### src/rtl/regfile_wb_arbiter.sv
// Register-file writeback arbiter: ALU results take priority, returning loads
// are either bypassed straight to the write port or buffered in a 4-entry
// in-order FIFO. A per-register scoreboard tracks loads that are still pending.
module regfile_wb_arbiter (
  input  logic        clk,
  input  logic        rst_n,
  input  logic        Alu_valid,
  input  logic [4:0]  Alu_rd,
  input  logic [31:0] Alu_data,
  input  logic        Ld_issue,
  input  logic [4:0]  Ld_issue_rd,
  input  logic        Ld_valid,
  input  logic [4:0]  Ld_rd,
  input  logic [31:0] Ld_data,
  output logic        Ld_ready,
  output logic        Wen,
  output logic [4:0]  Wnum,
  output logic [31:0] Wd,
  output logic [31:0] Busy,
  output logic        Err
);

  localparam int unsigned DEPTH  = 4;
  localparam int unsigned PTR_W  = 2;
  localparam int unsigned CNT_W  = 3;
  localparam int unsigned RD_W   = 5;
  localparam int unsigned DATA_W = 32;
  localparam int unsigned REGS   = 32;

  logic [RD_W-1:0]   fifo_rd   [DEPTH];
  logic [DATA_W-1:0] fifo_data [DEPTH];
  logic [PTR_W-1:0]  rd_ptr;
  logic [PTR_W-1:0]  wr_ptr;
  logic [CNT_W-1:0]  count;

  logic              sel_valid;
  logic              sel_load;
  logic [RD_W-1:0]   sel_rd;
  logic [DATA_W-1:0] sel_data;
  logic              pop;
  logic              bypass;
  logic              push;
  logic              drop;
  logic [REGS-1:0]   busy_set;
  logic [REGS-1:0]   busy_clr;

  // Space is judged on the current occupancy only, so a full FIFO refuses a
  // load even in a cycle where it also pops.
  assign Ld_ready = (count < CNT_W'(DEPTH));

  // Writeback source priority: ALU, then oldest buffered load, then bypass.
  always_comb begin
    sel_valid = 1'b0;
    sel_load  = 1'b0;
    sel_rd    = '0;
    sel_data  = '0;
    pop       = 1'b0;
    bypass    = 1'b0;
    if (Alu_valid) begin
      sel_valid = 1'b1;
      sel_rd    = Alu_rd;
      sel_data  = Alu_data;
    end else if (count != '0) begin
      sel_valid = 1'b1;
      sel_load  = 1'b1;
      sel_rd    = fifo_rd[rd_ptr];
      sel_data  = fifo_data[rd_ptr];
      pop       = 1'b1;
    end else if (Ld_valid) begin
      sel_valid = 1'b1;
      sel_load  = 1'b1;
      sel_rd    = Ld_rd;
      sel_data  = Ld_data;
      bypass    = 1'b1;
    end
  end

  assign push = Ld_valid && Ld_ready && !bypass;
  assign drop = Ld_valid && !Ld_ready;

  // Scoreboard set/clear masks; register 0 never becomes busy.
  always_comb begin
    busy_set = '0;
    busy_clr = '0;
    if (Ld_issue && (Ld_issue_rd != '0)) busy_set[Ld_issue_rd] = 1'b1;
    if (sel_load) busy_clr[sel_rd] = 1'b1;
  end

  // FIFO storage; contents are qualified by count, so no reset is needed.
  always_ff @(posedge clk) begin
    if (push) begin
      fifo_rd[wr_ptr]   <= Ld_rd;
      fifo_data[wr_ptr] <= Ld_data;
    end
  end

  // FIFO pointers and occupancy.
  always_ff @(posedge clk or negedge rst_n) begin
    if (!rst_n) begin
      rd_ptr <= '0;
      wr_ptr <= '0;
      count  <= '0;
    end else begin
      if (push) wr_ptr <= wr_ptr + PTR_W'(1);
      if (pop)  rd_ptr <= rd_ptr + PTR_W'(1);
      case ({push, pop})
        2'b10:   count <= count + CNT_W'(1);
        2'b01:   count <= count - CNT_W'(1);
        default: count <= count;
      endcase
    end
  end

  // Registered write port; index/data hold when nothing is written.
  always_ff @(posedge clk or negedge rst_n) begin
    if (!rst_n) begin
      Wen  <= 1'b0;
      Wnum <= '0;
      Wd   <= '0;
    end else begin
      Wen <= sel_valid && (sel_rd != '0);
      if (sel_valid && (sel_rd != '0)) begin
        Wnum <= sel_rd;
        Wd   <= sel_data;
      end
    end
  end

  // Pending-load scoreboard (set beats clear) and sticky overflow flag.
  always_ff @(posedge clk or negedge rst_n) begin
    if (!rst_n) begin
      Busy <= '0;
      Err  <= 1'b0;
    end else begin
      Busy <= ((Busy & ~busy_clr) | busy_set) & ~REGS'(1);
      if (drop) Err <= 1'b1;
    end
  end

endmodule

### config.mk
export PLATFORM = sky130hd
export DESIGN_NAME = regfile_wb_arbiter
export DESIGN_NICKNAME = d
export VERILOG_FILES = /design/src/rtl/regfile_wb_arbiter.sv
export SDC_FILE = /design/constraint.sdc
export NUM_CORES = 1
export LEC_CHECK = 0
export ABC_AREA = 1
export CAP_MARGIN = 0
export CORE_MARGIN = 10
export CORE_UTILIZATION = 35
export CTS_BUF_LIST = sky130_fd_sc_hd__clkbuf_2 sky130_fd_sc_hd__clkbuf_4 sky130_fd_sc_hd__clkbuf_8
export DETAILED_ROUTE_END_ITERATION = 8
export GPL_TIMING_DRIVEN = 0
export HOLD_SLACK_MARGIN = 0.02
export PLACE_DENSITY = 0.68
export SETUP_SLACK_MARGIN = 0.4
export SYNTH_ARGS = -nofsm -noshare
export SYNTH_HDL_FRONTEND = slang
export SYNTH_SLANG_ARGS = --single-unit
### constraint.sdc
create_clock -name clk -period 2.75 [get_ports clk]
set_input_delay 0.275 -clock clk [delete_from_list [all_inputs] [get_ports clk]]
set_output_delay 0.275 -clock clk [all_outputs]
set_load 0.02 [all_outputs]
==> metrics.txt, run 1 <==
slowest CP cell fa_1; Worst setup SP type flop; full die area 34,900 um^2; Mean Syn Cell Area 9.98 um^2; Setup CP Type flop to flop; layout cells sized above 1 10.3%; initial core utilization 35.2%; CP Buf/Inv Count 4; H-Tree Depth 2; GPL Wtd Cong 0.870; DR vias 7,556; FFs w/ async S/R, synth 34.2%; top cells by area, synth edfxtp_1 (46%), dfrtp_1 (20%), nand2_1 (13%); TritonRoute pass-1 iters 5; CP Max Fanout 10; post-DP HPWL 19,400 um; # DRC 0; wire length on met2 13,700 um; clock sink total 225; final worst path period need 2.23 ns; PwrDens 1020 nW/um^2; nets 1,277; Synthesized Nets 1,066; Setup TNS 0 ns; register area share after synthesis 65.4%; Avg WL per Cell 17.2 um; final setup fails 0; highest routed metal layer met5; RSZ-0062 raised after global routing no; f_max 449 MHz; delay-heaviest family, CP adder cells; max incr delay on CP 0.39 ns; critical path arrival 2.64 ns; largest net degree at the start of global routing 57; Worst Setup End Kind flop; Clock Skew 0.0230 ns; CP Cell Sequence inv_2 -> nand2_2 -> nor2_4 -> nor2_4 -> buf_8 -> buf_8 -> ha_1 -> inv_1 -> fa_1 -> a21oi_1 -> o21ai_1 -> xor2_1; Max Cap Violations 0; VDD IR max 356 uV; P&R area growth vs syn 31.7%; Cell Rows 61; area of the core 27,600 um^2; Synth Instances 976; met3 wire len 1850 um; Total Wirelength 27,400 um; Clk pin slew, worst setup/hold paths 0.06 ns; via-per-instance ratio 4.74; Max Buffers Root-to-Sink 3; CTS Buf Count 38; Filler cells 2,562; part of the cycle the worst path needs 81.1%; commonest non-fill, non-tap cell in the layout nand2_1; CP Launch Point count[0]; Met1 Wirelength 11,200 um; Synth Cell Area 9740 um^2; Hold Crit Class input pin to async pin; Synth top area share 45.6%; status complete, no violations; DRT iter0 DRCs 530; register-to-register setup slack 0.52 ns; grt total ovfl 0; first-pass GRT wire length 43,000 um; post-synth cell types 32; number of port buffers 154; Data required, critical path 3.16 ns; Place WS -0.675 ns; Ys Warns 0; initial antenna violation count 3; primary flip-flop cell chosen by synthesis mapping edfxtp_1; Global Route Usage Sum 15.3%; vias in the first global route 7,655; Slew Limit Fails 0; post-synth top area cell edfxtp_1; die height 187 um; setup slack after layout 0.520 ns; Die Wd 187 um; clock latency on the worst-skew pair 0.54 ns; number of flops mapped to enable cells by yosys 148; root buf cell clkbuf_8; Slew HR 48.0%; Final Hold Vio Count 0; CTS tree done; commonest cells after routing, fill and taps aside nand2_1 (347), clkdlybuf4s50_1 (153), edfxtp_1 (148), inv_1 (78), dfrtp_1 (77); Final ANT Viol Nets 0; Seq cells post-synth 225; Reg2Reg Launch Point count[0]; Tightest Pin Transition 0.772 ns; leakage 5.38 nW; Ports 156
-- flip-flops by register name, summed over array words and instances (netlist names) --
name / flops
fifo_rd: 20
Wd: 32
fifo_data: 128
Wnum: 5
Err: 1
Wen: 1
rd_ptr: 2
wr_ptr: 2
count: 3
Busy: 31
-- cells in the mapped netlist, types with 6 or more instances --
| cell type | number |
|---|---|
| nand2_1 | 348 |
| edfxtp_1 | 148 |
| inv_1 | 78 |
| dfrtp_1 | 77 |
| nand3_1 | 74 |
| o21ai_0 | 60 |
| nor2_1 | 42 |
| a21oi_1 | 31 |
| a22oi_1 | 31 |
| clkbuf_1 | 19 |
| buf_2 | 13 |
| inv_2 | 8 |
| o22ai_1 | 6 |
-- report_power, final --
part	internal (W)	total [W]	leakage, nW	switching [W]
clock	0.00169	0.00303	0.405	0.00134
combinational	0.00202	0.00526	2.71	0.00324
sequential	0.00447	0.00485	2.26	0.000376
-- layout make-up --
cell class,instances,area [um^2],share of cell area (%)
diodes,2,5.00,0.0390
clock inverters,16,130,1.01
flip-flops and latches,225,6370,49.7
plain buffers,42,228,1.78
inverters,86,323,2.52
repair buffers,171,1770,13.8
well taps,378,473,3.69
multi-input cells,623,2900,22.6
clock buffers,52,634,4.95
-- timing repair --
item	CTS	global route
hold buffers	1	0
hold endpoints to repair	21	0
gates resized for setup	5	9
setup buffers	1	10
endpoints found under the setup margin	108	42
pin swaps	1	3
-- worst paths after layout --
path / to / depth (start not counted)
max: count[2] / 12
min: Wd[11] / 2
max reg2reg: count[2] / 12
min reg2reg: Wd[4] / 2
max in group asynchronous: Wd[24] / 3
min in group clk: fifo_data[2][0] / 1
-- worst reg2reg max path, delay by kind of cell (launching register included) --
kind / cells / cell delay [ns]
XOR/XNOR: 1 / 0.14
adder cells (fa/ha/maj): 2 / 0.55
flip-flops: 1 / 0.37
AND/OR/NAND/NOR: 3 / 0.37
AO/OA/AOI/OAI: 2 / 0.24
buffers and inverters: 4 / 0.46
-- logic make-up (layout without fill, tap and decap cells) --
logic type / count (synthesis) / count (layout) / synth area share [%]
AOI/OAI and AO/OA: 131 / 131 / 7.70
and+or+nand+nor: 480 / 480 / 20.1
DFF: 225 / 225 / 65.4
other: 1 / 3 / 0.0385
xor gates and xnor gates: 5 / 5 / 0.450
buffers and inverters: 128 / 367 / 5.45
adders and majority gates: 6 / 6 / 0.848
-- metrics by stage --
stage                     cell area (um^2)  total power (W)  utilization [%]  cells  hold slack, ns
final                                12800           0.0131             46.4   1595           0.191
after global routing                 12800           0.0140             46.4   1594           0.226
after CTS                            12700           0.0132             46.0   1583           0.180
after detailed placement             11900           0.0101             43.1   1513           0.212
after global placement               11800          0.00993             42.5   1508           0.454
after floorplan                       9740          0.00777                -    976         -0.0206
-- per-layer routing --
| layer | GRT usage, % | up-vias |
|---|---|---|
| met5 | 0 | - |
| met4 | 5.86 | 2 |
| met3 | 3.65 | 47 |
| met2 | 26.0 | 237 |
| met1 | 18.6 | 3596 |
| li1 | - | 3674 |
(Power assumes the default switching activity.)
==> run 2: changes to the inputs <==
clock period = 1.9 ns   (was 2.75 ns; I/O delays follow)
==> metrics.txt, run 2 (synthesis results as in run 1) <==
register-to-register setup slack -0.08 ns (was 0.52 ns); Max Buffers Root-to-Sink 3 (unchanged); area of the core 27,600 um^2 (unchanged); commonest cells after routing, fill and taps aside nand2_1 (296), edfxtp_1 (148), clkdlybuf4s50_1 (82), dfrtp_1 (77), inv_1 (72) (was nand2_1 (347), clkdlybuf4s50_1 (153), edfxtp_1 (148), inv_1 (78), dfrtp_1 (77)); Max Cap Violations 0 (unchanged); Global Route Usage Sum 17.4% (was 15.3%); first-pass GRT wire length 48,000 um (was 43,000 um); largest net degree at the start of global routing 66 (was 57); placed cell area 12,000 um^2 (was 11,900 um^2); Tightest Pin Transition 0.681 ns (was 0.772 ns); critical path arrival 2.47 ns (was 2.64 ns); reg2reg path depth 13 (was 12); die height 187 um (unchanged); Filler cells 2,271 (was 2,562); commonest non-fill, non-tap cell in the layout nand2_1 (unchanged); failing checks setup timing; number of port buffers 154 (unchanged); Slew HR 54.2% (was 48.0%); leakage 6.94 nW (was 5.38 nW); GPL Wtd Cong 0.861 (was 0.870); Clk pin slew, worst setup/hold paths 0.06 ns (about the same); VDD IR max 698 uV (was 356 uV); # DRC 0 (unchanged); Ports 156 (unchanged); clock latency on the worst-skew pair 0.54 ns (about the same); Cell Rows 61 (unchanged); P&R area growth vs syn 52.7% (was 31.7%); clock sink total 225 (unchanged); grt total ovfl 0 (unchanged); RSZ-0062 raised after global routing yes (was no); Final Hold Vio Count 0 (unchanged); Final ANT Viol Nets 0 (unchanged); worst reg2reg path endpoint Wd[26] (was count[2]); root buf cell clkbuf_8 (unchanged); Non-Filler Instances 1,679 (was 1,595); status finished, violations left (was complete, no violations); Clock Skew 0.0199 ns (was 0.0230 ns); CP Max Fanout 7 (was 10); PwrDens 1480 nW/um^2 (was 1020 nW/um^2); max reg flops 128 (unchanged); layout cells sized above 1 25.1% (was 10.3%); H-Tree Depth 2 (unchanged); post-DP HPWL 19,500 um (was 19,400 um); Hold Crit Class input pin to async pin (unchanged); DRT iter0 DRCs 830 (was 530); register area 6370 um^2 (unchanged); placed cell count 1,513 (unchanged); final worst path period need 1.98 ns (was 2.23 ns); setup slack after layout -0.0830 ns (was 0.520 ns); Total Power 0.0219 W (was 0.0131 W); Data required, critical path 2.39 ns (was 3.16 ns); nets 1,359 (was 1,277); CTS tree done (unchanged); final core utilization 53.8% (was 46.4%); full die area 34,900 um^2 (unchanged); via-per-instance ratio 4.99 (was 4.74); vias in the first global route 8,298 (was 7,655); Multi-input gate area 3380 um^2 (was 2900 um^2); CTS Buf Count 39 (was 38); Avg WL per Cell 19.7 um (was 17.2 um); Total Wirelength 33,100 um (was 27,400 um); Slew Limit Fails 0 (unchanged); Reg2Reg Launch Point count[1] (was count[0]); Die Wd 187 um (unchanged); design area 14,900 um^2 (was 12,800 um^2); biggest regs fifo_data x128, Wd x32, Busy x31 (unchanged); Place WS -1.31 ns (was -0.675 ns); Worst Setup End Kind flop (unchanged); final setup fails 57 (was 0); initial core utilization 35.2% (unchanged); Setup CP Type flop to flop (unchanged); DR vias 8,384 (was 7,556); f_max 504 MHz (was 449 MHz); Reg with most FFs fifo_data (unchanged); Worst setup SP type flop (unchanged); initial antenna violation count 2 (was 3); TritonRoute pass-1 iters 6 (was 5); part of the cycle the worst path needs 104% (was 81.1%)
## run 2: cell count changes in the layout (fill, tap and decap cells not counted), moves of 19 or more
cell,change
buf_12,+19
dlymetal6s2s_1,+70
nand2_2,+37
o21ai_0,-20
clkdlybuf4s50_1,-71
buf_4,+26
nand2_1,-51
buf_6,+24
## run 2: worst max path at each step
stage	end	slack, ns	from
6_report	Wd[26]	-0.08	count[1]
5_1_grt	Busy[5]	-0.18	count[1]
4_1_cts	count[2]	0.009	count[0]
3_5_place_dp	count[2]	-1.31	Alu_valid
3_3_place_gp	Wd[23]	-2.43	rst_n
2_1_floorplan	fifo_data[0][0]	-0.42	count[2]
## run 2: timing repair
item                                    in CTS  in global routing
pin swaps                                   19                 35
endpoints found under the setup margin     295                293
hold buffers                                 1                  0
endpoints found under the hold margin       77                  0
gates cloned                                16                  4
buffers inserted                            50                 23
gates resized for setup                     95                199
## run 2: final cells by class
class	count	area share [%]
antenna	1	0.0168
buffer	41	2.23
clock buffer	59	4.96
clock inverter	13	0.497
inverter	86	2.21
multi-input combinational	623	22.7
sequential	225	42.9
tap	378	3.18
timing repair buffer	253	21.3
## run 2: through the flow
step	TNS (ns)	hold WS, ns
after floorplan	-62.34	-0.106
after global placement	-476.08	0.455
after detailed placement	-148.95	0.0680
after CTS	0	0.0336
after global routing	-8.13	0.0565
final	-1.82	0.0502
## run 2: per-layer routing
| layer | wire (um) | GRT usage [%] | vias to the layer above |
|---|---|---|---|
| li1 | - | - | 3862 |
| met1 | 12600 | 20.7 | 4050 |
| met2 | 16800 | 30.0 | 392 |
| met3 | 2600 | 3.91 | 78 |
| met4 | 1100 | 6.67 | 2 |
| met5 | 18 | 0 | - |
## run 2: worst max-delay path: stages (launching register included)
cell     delay [ns]
dfrtp_1        0.40
inv_2          0.10
nand2_4        0.06
nor2_4         0.14
nor2_4         0.06
buf_6          0.16
buf_4          0.14
a21oi_4        0.20
nand2_4        0.10
nor2_8         0.14
buf_12         0.15
buf_12         0.15
nand2_2        0.06
nand2_2        0.07
## run 2: power by group
group	switching, W	internal (W)	total [W]
logic	0.00585	0.00444	0.0103
clock network	0.00203	0.00251	0.00453
registers	0.000639	0.00648	0.00711
total	0.00851	0.0134	0.0219
